File: src/rtl/encoder_arbiter_pkg.sv
// Shared definitions for the encoder-family blocks: FSM state encodings
// and a helper that extracts one channel from a packed value bus.
package enc_pkg;

    typedef enum logic [0:0] {
        ST_IDLE = 1'b0,
        ST_OWN  = 1'b1
    } state_t;

    // Widest channel and widest packed bus the slice helper supports.
    localparam int unsigned MAX_W   = 32;
    localparam int unsigned MAX_BUS = 16 * MAX_W;

    // Returns channel idx of a bus packed as width-bit slices, zero-extended.
    function automatic logic [MAX_W-1:0] chan_slice(
        input logic [MAX_BUS-1:0] bus,
        input int unsigned        idx,
        input int unsigned        width
    );
        logic [MAX_BUS-1:0] sh;
        logic [MAX_W-1:0]   mask;
        sh   = bus >> (idx * width);
        mask = ~({MAX_W{1'b1}} << width);
        return sh[MAX_W-1:0] & mask;
    endfunction

endpackage

File: src/rtl/encoder_arbiter_if.sv
// Shared-output bus between the encoder counters and the single consumer.
interface encoder_arbiter_if #(
    parameter int unsigned NUM_CH = 4,
    parameter int unsigned WIDTH  = 8,
    parameter int unsigned SEL_W  = $clog2(NUM_CH)
);
    logic [NUM_CH*WIDTH-1:0] values;
    logic                    active;
    logic [SEL_W-1:0]        sel;
    logic [WIDTH-1:0]        out_value;
    logic                    grant;

    // Encoder/consumer side: supplies channel values, observes ownership.
    modport master (
        output values,
        input  active, sel, out_value, grant
    );

    // Arbiter side.
    modport slave (
        input  values,
        output active, sel, out_value, grant
    );
endinterface

File: src/rtl/encoder_arbiter_rr_pick.sv
// Combinational round-robin selector: first set request at or after ptr+1.
module rr_pick #(
    parameter int unsigned NUM_CH = 4,
    parameter int unsigned SEL_W  = $clog2(NUM_CH)
) (
    input  logic [NUM_CH-1:0] req,
    input  logic [SEL_W-1:0]  ptr,
    output logic [SEL_W-1:0]  idx,
    output logic              any
);

    // Scan NUM_CH positions starting one past the pointer, keep the first hit.
    always_comb begin
        int unsigned        c;
        logic [NUM_CH-1:0]  req_sh;
        idx    = '0;
        any    = 1'b0;
        c      = 0;
        req_sh = '0;
        for (int unsigned k = 1; k <= NUM_CH; k++) begin
            c      = (32'(ptr) + k) % NUM_CH;
            req_sh = req >> c;
            if (!any && req_sh[0]) begin
                any = 1'b1;
                idx = SEL_W'(c);
            end
        end
    end

endmodule

File: src/rtl/encoder_arbiter.sv
// Grants the shared output to whichever encoder channel last changed,
// holding ownership through HOLD_CYCLES of inactivity.
module encoder_arbiter
    import enc_pkg::*;
#(
    parameter int unsigned NUM_CH      = 4,
    parameter int unsigned MAXVAL      = 255,
    parameter int unsigned WIDTH       = $clog2(MAXVAL),
    parameter int unsigned HOLD_CYCLES = 1000,
    parameter int unsigned SEL_W       = $clog2(NUM_CH),
    parameter int unsigned CNT_W       = $clog2(HOLD_CYCLES + 1)
) (
    input  logic              clk,
    input  logic              reset,
    encoder_arbiter_if.slave  bus
);

    localparam logic [CNT_W-1:0] RELOAD = CNT_W'(HOLD_CYCLES - 1);

    state_t                  state_q, state_d;
    logic [NUM_CH*WIDTH-1:0] prev_q;
    logic                    primed_q;
    logic [SEL_W-1:0]        rr_q, rr_d;
    logic [SEL_W-1:0]        sel_q, sel_d;
    logic                    active_q, active_d;
    logic                    grant_q, grant_d;
    logic [CNT_W-1:0]        cnt_q, cnt_d;
    logic [WIDTH-1:0]        out_q, out_d;

    logic [NUM_CH-1:0]       chg;
    logic [NUM_CH-1:0]       chg_sh;
    logic                    own_chg;
    logic [SEL_W-1:0]        pick;
    logic                    pick_any;

    // Per-channel change flags; suppressed until one clock has loaded prev.
    always_comb begin
        chg = '0;
        for (int unsigned i = 0; i < NUM_CH; i++) begin
            chg[i] = primed_q &&
                     (bus.values[i*WIDTH +: WIDTH] != prev_q[i*WIDTH +: WIDTH]);
        end
    end

    assign chg_sh  = chg >> sel_q;
    assign own_chg = chg_sh[0];

    rr_pick #(
        .NUM_CH (NUM_CH),
        .SEL_W  (SEL_W)
    ) u_pick (
        .req (chg),
        .ptr (rr_q),
        .idx (pick),
        .any (pick_any)
    );

    // State and datapath registers, cleared asynchronously.
    always_ff @(posedge clk or posedge reset) begin
        if (reset) begin
            state_q  <= ST_IDLE;
            prev_q   <= '0;
            primed_q <= 1'b0;
            rr_q     <= '0;
            sel_q    <= '0;
            active_q <= 1'b0;
            grant_q  <= 1'b0;
            cnt_q    <= '0;
            out_q    <= '0;
        end else begin
            state_q  <= state_d;
            prev_q   <= bus.values;
            primed_q <= 1'b1;
            rr_q     <= rr_d;
            sel_q    <= sel_d;
            active_q <= active_d;
            grant_q  <= grant_d;
            cnt_q    <= cnt_d;
            out_q    <= out_d;
        end
    end

    // Next-state: leave OWN only when the hold expires with nothing to re-grant.
    always_comb begin
        state_d = state_q;
        unique case (state_q)
            ST_IDLE: if (pick_any) state_d = ST_OWN;
            ST_OWN:  if (!own_chg && cnt_q == '0 && !pick_any) state_d = ST_IDLE;
            default: state_d = ST_IDLE;
        endcase
    end

    // Ownership, hold counter and grant pulse for each transition.
    always_comb begin
        sel_d    = sel_q;
        rr_d     = rr_q;
        cnt_d    = cnt_q;
        active_d = active_q;
        grant_d  = 1'b0;
        unique case (state_q)
            ST_IDLE: begin
                active_d = 1'b0;
                if (pick_any) begin
                    sel_d    = pick;
                    rr_d     = pick;
                    cnt_d    = RELOAD;
                    active_d = 1'b1;
                    grant_d  = 1'b1;
                end
            end
            ST_OWN: begin
                if (own_chg) begin
                    cnt_d = RELOAD;
                end else if (cnt_q != '0) begin
                    cnt_d = cnt_q - 1'b1;
                end else if (pick_any) begin
                    sel_d   = pick;
                    rr_d    = pick;
                    cnt_d   = RELOAD;
                    grant_d = 1'b1;
                end else begin
                    active_d = 1'b0;
                end
            end
            default: begin
                active_d = 1'b0;
            end
        endcase
        out_d = WIDTH'(chan_slice(MAX_BUS'(bus.values), 32'(sel_d), WIDTH));
    end

    assign bus.active    = active_q;
    assign bus.sel       = sel_q;
    assign bus.out_value = out_q;
    assign bus.grant     = grant_q;

endmodule

File: src/flat_wrapper.sv
// flat-port wrapper written by rule: the top's interface ports become plain ports
module encoder_arbiter_flat import enc_pkg::*;
#(
    parameter int unsigned NUM_CH      = 4,
    parameter int unsigned MAXVAL      = 255,
    parameter int unsigned WIDTH       = $clog2(MAXVAL),
    parameter int unsigned HOLD_CYCLES = 1000,
    parameter int unsigned SEL_W       = $clog2(NUM_CH),
    parameter int unsigned CNT_W       = $clog2(HOLD_CYCLES + 1)
)
  (clk, reset, bus_values, bus_active, bus_sel, bus_out_value, bus_grant);
  encoder_arbiter_if #(.NUM_CH(NUM_CH), .WIDTH(WIDTH), .SEL_W(SEL_W)) bus_i ();
  input  logic clk;
  input  logic reset;
  input wire logic [$bits(bus_i.values)-1:0] bus_values;
  output wire logic [$bits(bus_i.active)-1:0] bus_active;
  output wire logic [$bits(bus_i.sel)-1:0] bus_sel;
  output wire logic [$bits(bus_i.out_value)-1:0] bus_out_value;
  output wire logic [$bits(bus_i.grant)-1:0] bus_grant;
  assign bus_i.values = bus_values;
  assign bus_active = bus_i.active;
  assign bus_sel = bus_i.sel;
  assign bus_out_value = bus_i.out_value;
  assign bus_grant = bus_i.grant;
  encoder_arbiter #(.NUM_CH(NUM_CH), .MAXVAL(MAXVAL), .WIDTH(WIDTH), .HOLD_CYCLES(HOLD_CYCLES), .SEL_W(SEL_W), .CNT_W(CNT_W)) u_core (.clk(clk), .reset(reset), .bus(bus_i));
endmodule
File: config.mk
export PLATFORM = sky130hd
export DESIGN_NAME = encoder_arbiter_flat
export DESIGN_NICKNAME = d
export VERILOG_FILES = /design/src/rtl/encoder_arbiter_pkg.sv /design/src/rtl/encoder_arbiter_if.sv /design/src/rtl/encoder_arbiter_rr_pick.sv /design/src/rtl/encoder_arbiter.sv /design/src/flat_wrapper.sv
export SDC_FILE = /design/constraint.sdc
export NUM_CORES = 1
export LEC_CHECK = 0
export BUFFER_PORTS_ARGS = -buffer_cell sky130_fd_sc_hd__buf_2
export CAP_MARGIN = 0
export CORE_ASPECT_RATIO = 1.2
export CORE_UTILIZATION = 37
export DETAILED_ROUTE_END_ITERATION = 16
export SLEW_MARGIN = 25
export SYNTH_ARGS = -nofsm -noshare
export SYNTH_HDL_FRONTEND = slang
export SYNTH_SLANG_ARGS = --single-unit
export TNS_END_PERCENT = 5
File: constraint.sdc
create_clock -name clk -period 2.5 [get_ports clk]
set_input_delay 0 -clock clk [delete_from_list [all_inputs] [get_ports clk]]
set_output_delay 0 -clock clk [all_outputs]
set_load 0.05 [all_outputs]
==> results.cfg <==
[sta]
setup_violations = 8
slew_violations = 0
fin_crit_ns = 2.61
rsz0062_at_grt = true
fin_skew_ns = 0.00720
hold_slack_ns = 0.0280
relSlewSlack_pct = 49.9
period_share_pct = 104
fmax_mhz = 384
hold_viol = 0
tightest_slew_ns = 0.750
fin_ws_ns = -0.106

[placed_design]
place_area_um2 = 3400
dpl.cell_count = 401
dpl.hpwl_mm = 4.59
numPortBuffers = 45
gp_congestion = 0.819
dp_slack_ns = -0.0837

[worst_setup_path]
timing.rr.start = u_core.cnt_q[1]
startpoint_type = flip-flop
setup.worst_path.class = flip-flop to flip-flop
reg2reg_to = u_core.bus.out_value[4]
crit_arrival_ns = 2.82
rrSetupSlack_ns = -0.11
cp.required_ns = 2.71
path_max_fanout = 17
end_kind = flip-flop
r2r_cells = 11

[cts]
cts_sinks = 58
cts-root-buf = clkbuf_8
cts_tree = built
insertion_delay_ns = 0.34
htree_levels = 3
cts_buffer_depth = 2
cts_made_buffers = 9
post_cts_buffers = 0
path_clk_slew_ns = 0.08

[pwr]
ir_drop_mv = 0.446
p_leak_nw = 1.80
power_density_nw_per_um2 = 590

[yosys]
syn_area_per_cell_um2 = 11.9
synth-edff-count = 0
yosys_register_bits = 58
synth_seq_area_share_pct = 50.3
yosysWarnings = 0
synth.net_count = 278
synth_cells = 243
async_reset_ff_share_pct = 100
ys.flop_type = dfrtp_1
syn_area_um2 = 2890
yosysUniqueCellTypes = 50

[floorplan]
start_util_pct = 39.0
chipWidth_um = 82.6
dieHeight_um = 98.8
fp-row-count = 34
coreArea_um2 = 7400
io_pins = 46
die-area_um2 = 8160

[route]
first_pass_iters = 4
drtIter0Drc = 71
drc = 0
drt-total-wl_mm = 6.45
viasPerCell = 4.88
via_count = 2194
wl_per_cell_um = 14.3
postRouteAntennaNets = 0

[finish]
layout-drive-gt1-share_pct = 34.2
area_growth_pct = 39.1
final_area_um2 = 4020
final_cell_mix = 58 x dfrtp_1, 45 x buf_2, 33 x dlygate4sd3_1, 32 x xor2_1, 28 x buf_4
diodes = 0
fin_nets = 390
fin_cells = 450
final_common_cell = dfrtp_1

[hold_path]
min_delay_path_depth = 3
hold_path.class = input pin to flip-flop
hp-start = bus_values[21]
min_to = u_core.bus.out_value[5]

[grt]
antenna_found_initial = 0
grt_pass1_wl_mm = 10.9
gr-usage-all-layers_pct = 18.0
grt_max_degree = 36
grt_pass1_vias = 2307
overflow = 0

[run_status]
violations = negative setup slack
outcome = finished, violations left

[run]
drv_cap = 0
[logic make-up after synthesis]
family	count (synthesis)	share of synthesized area, %
simple gates	64	14.7
flops	58	50.3
compound gates	43	11.2
xor+xnor	33	10.0
mux	27	9.40
buf+inv	16	3.81
fa+ha+maj	1	0.433
other cells	1	0.130
[cells in the mapped netlist, types with 3 or more instances]
cell type,count,share of area [%]
buf_6,3,1.2
a21oi_1,7,1.2
a21o_1,3,0.78
or3_1,3,0.65
dfrtp_1,58,50
o21a_1,3,0.78
o21ai_0,8,1.4
a211oi_1,3,0.78
inv_1,9,1.2
nand2b_1,3,0.65
a31oi_1,3,0.65
nand2_1,21,2.7
nor4_2,5,2.2
and3_2,3,0.78
nor2_1,12,1.6
mux2i_1,26,9.0
xor2_1,32,9.7
nor4_4,4,2.9
[how the worst max path moves through the flow]
stage / from / end / slack [ns]
6_report: u_core.cnt_q[1] / u_core.bus.out_value[4] / -0.11
5_1_grt: u_core.prev_q[21] / u_core.bus.out_value[4] / -0.27
4_1_cts: u_core.cnt_q[1] / u_core.bus.out_value[4] / -0.12
3_5_place_dp: u_core.cnt_q[1] / u_core.bus.out_value[5] / -0.08
3_3_place_gp: u_core.prev_q[19] / u_core.bus.out_value[4] / -0.11
2_1_floorplan: u_core.cnt_q[0] / u_core.bus.out_value[2] / -0.05
[power by group]
part | internal, W | total (W) | switching, W
registers | 0.000976 | 0.000992 | 0.0000161
clock network | 0.000670 | 0.00108 | 0.000412
logic | 0.000134 | 0.000296 | 0.000162
[area by class of cell]
cell class                 count  area [µm²]
clock buffer                   9         124
clock inverter                 7         125
fill                         673        3380
inverter                       9        33.8
multi-input combinational    169        1370
sequential                    58        1450
tap                           90         113
timing repair buffer         108         797
[registers in the layout, indices dropped and copies added, names as in the netlist]
| name | cells |
|---|---|
| u_core.prev_q | 32 |
| u_core.cnt_q | 10 |
| u_core.bus.out_value | 8 |
| u_core.bus.sel | 2 |
| u_core.rr_q | 2 |
| u_core.bus.active | 1 |
| u_core.bus.grant | 1 |
| u_core.primed_q | 1 |
| u_core.state_q | 1 |
[critical path, cell delays in order, from the launching register on]
cell and delay, ns:
dfrtp_1 0.37, inv_1 0.08, ha_1 0.16, or4b_4 0.46, nand2b_4 0.17, o31ai_4 0.21, o311a_4 0.23, a21oi_1 0.09
a31oi_4 0.19, buf_12 0.20, mux2i_1 0.21, mux2i_1 0.11
[timing repair]
item	in CTS	in global routing
pin swaps	1	3
setup endpoints to repair	10	16
hold buffers	33	0
endpoints found under the hold margin	71	0
resized for setup	1	9
[per-layer routing]
| layer | GRT usage [%] | share of wire, % |
|---|---|---|
| met4 | 5.97 | 1.2 |
| met1 | 22.4 | 44 |
| met2 | 29.6 | 51 |
| met5 | 0 | 0 |
| met3 | 4.81 | 3.9 |
[stage by stage]
stage | power (W) | utilization, % | setup TNS, ns
after global placement | 0.00126 | 45.9 | -0.447
after global routing | 0.00247 | 54.3 | -2.06
after floorplan | 0.00116 | - | -0.334
after detailed placement | 0.00126 | 45.9 | -0.442
after CTS | 0.00240 | 53.8 | -0.609
final | 0.00237 | 54.3 | -0.641
No activity file was read; power rests on OpenSTA's default activity.
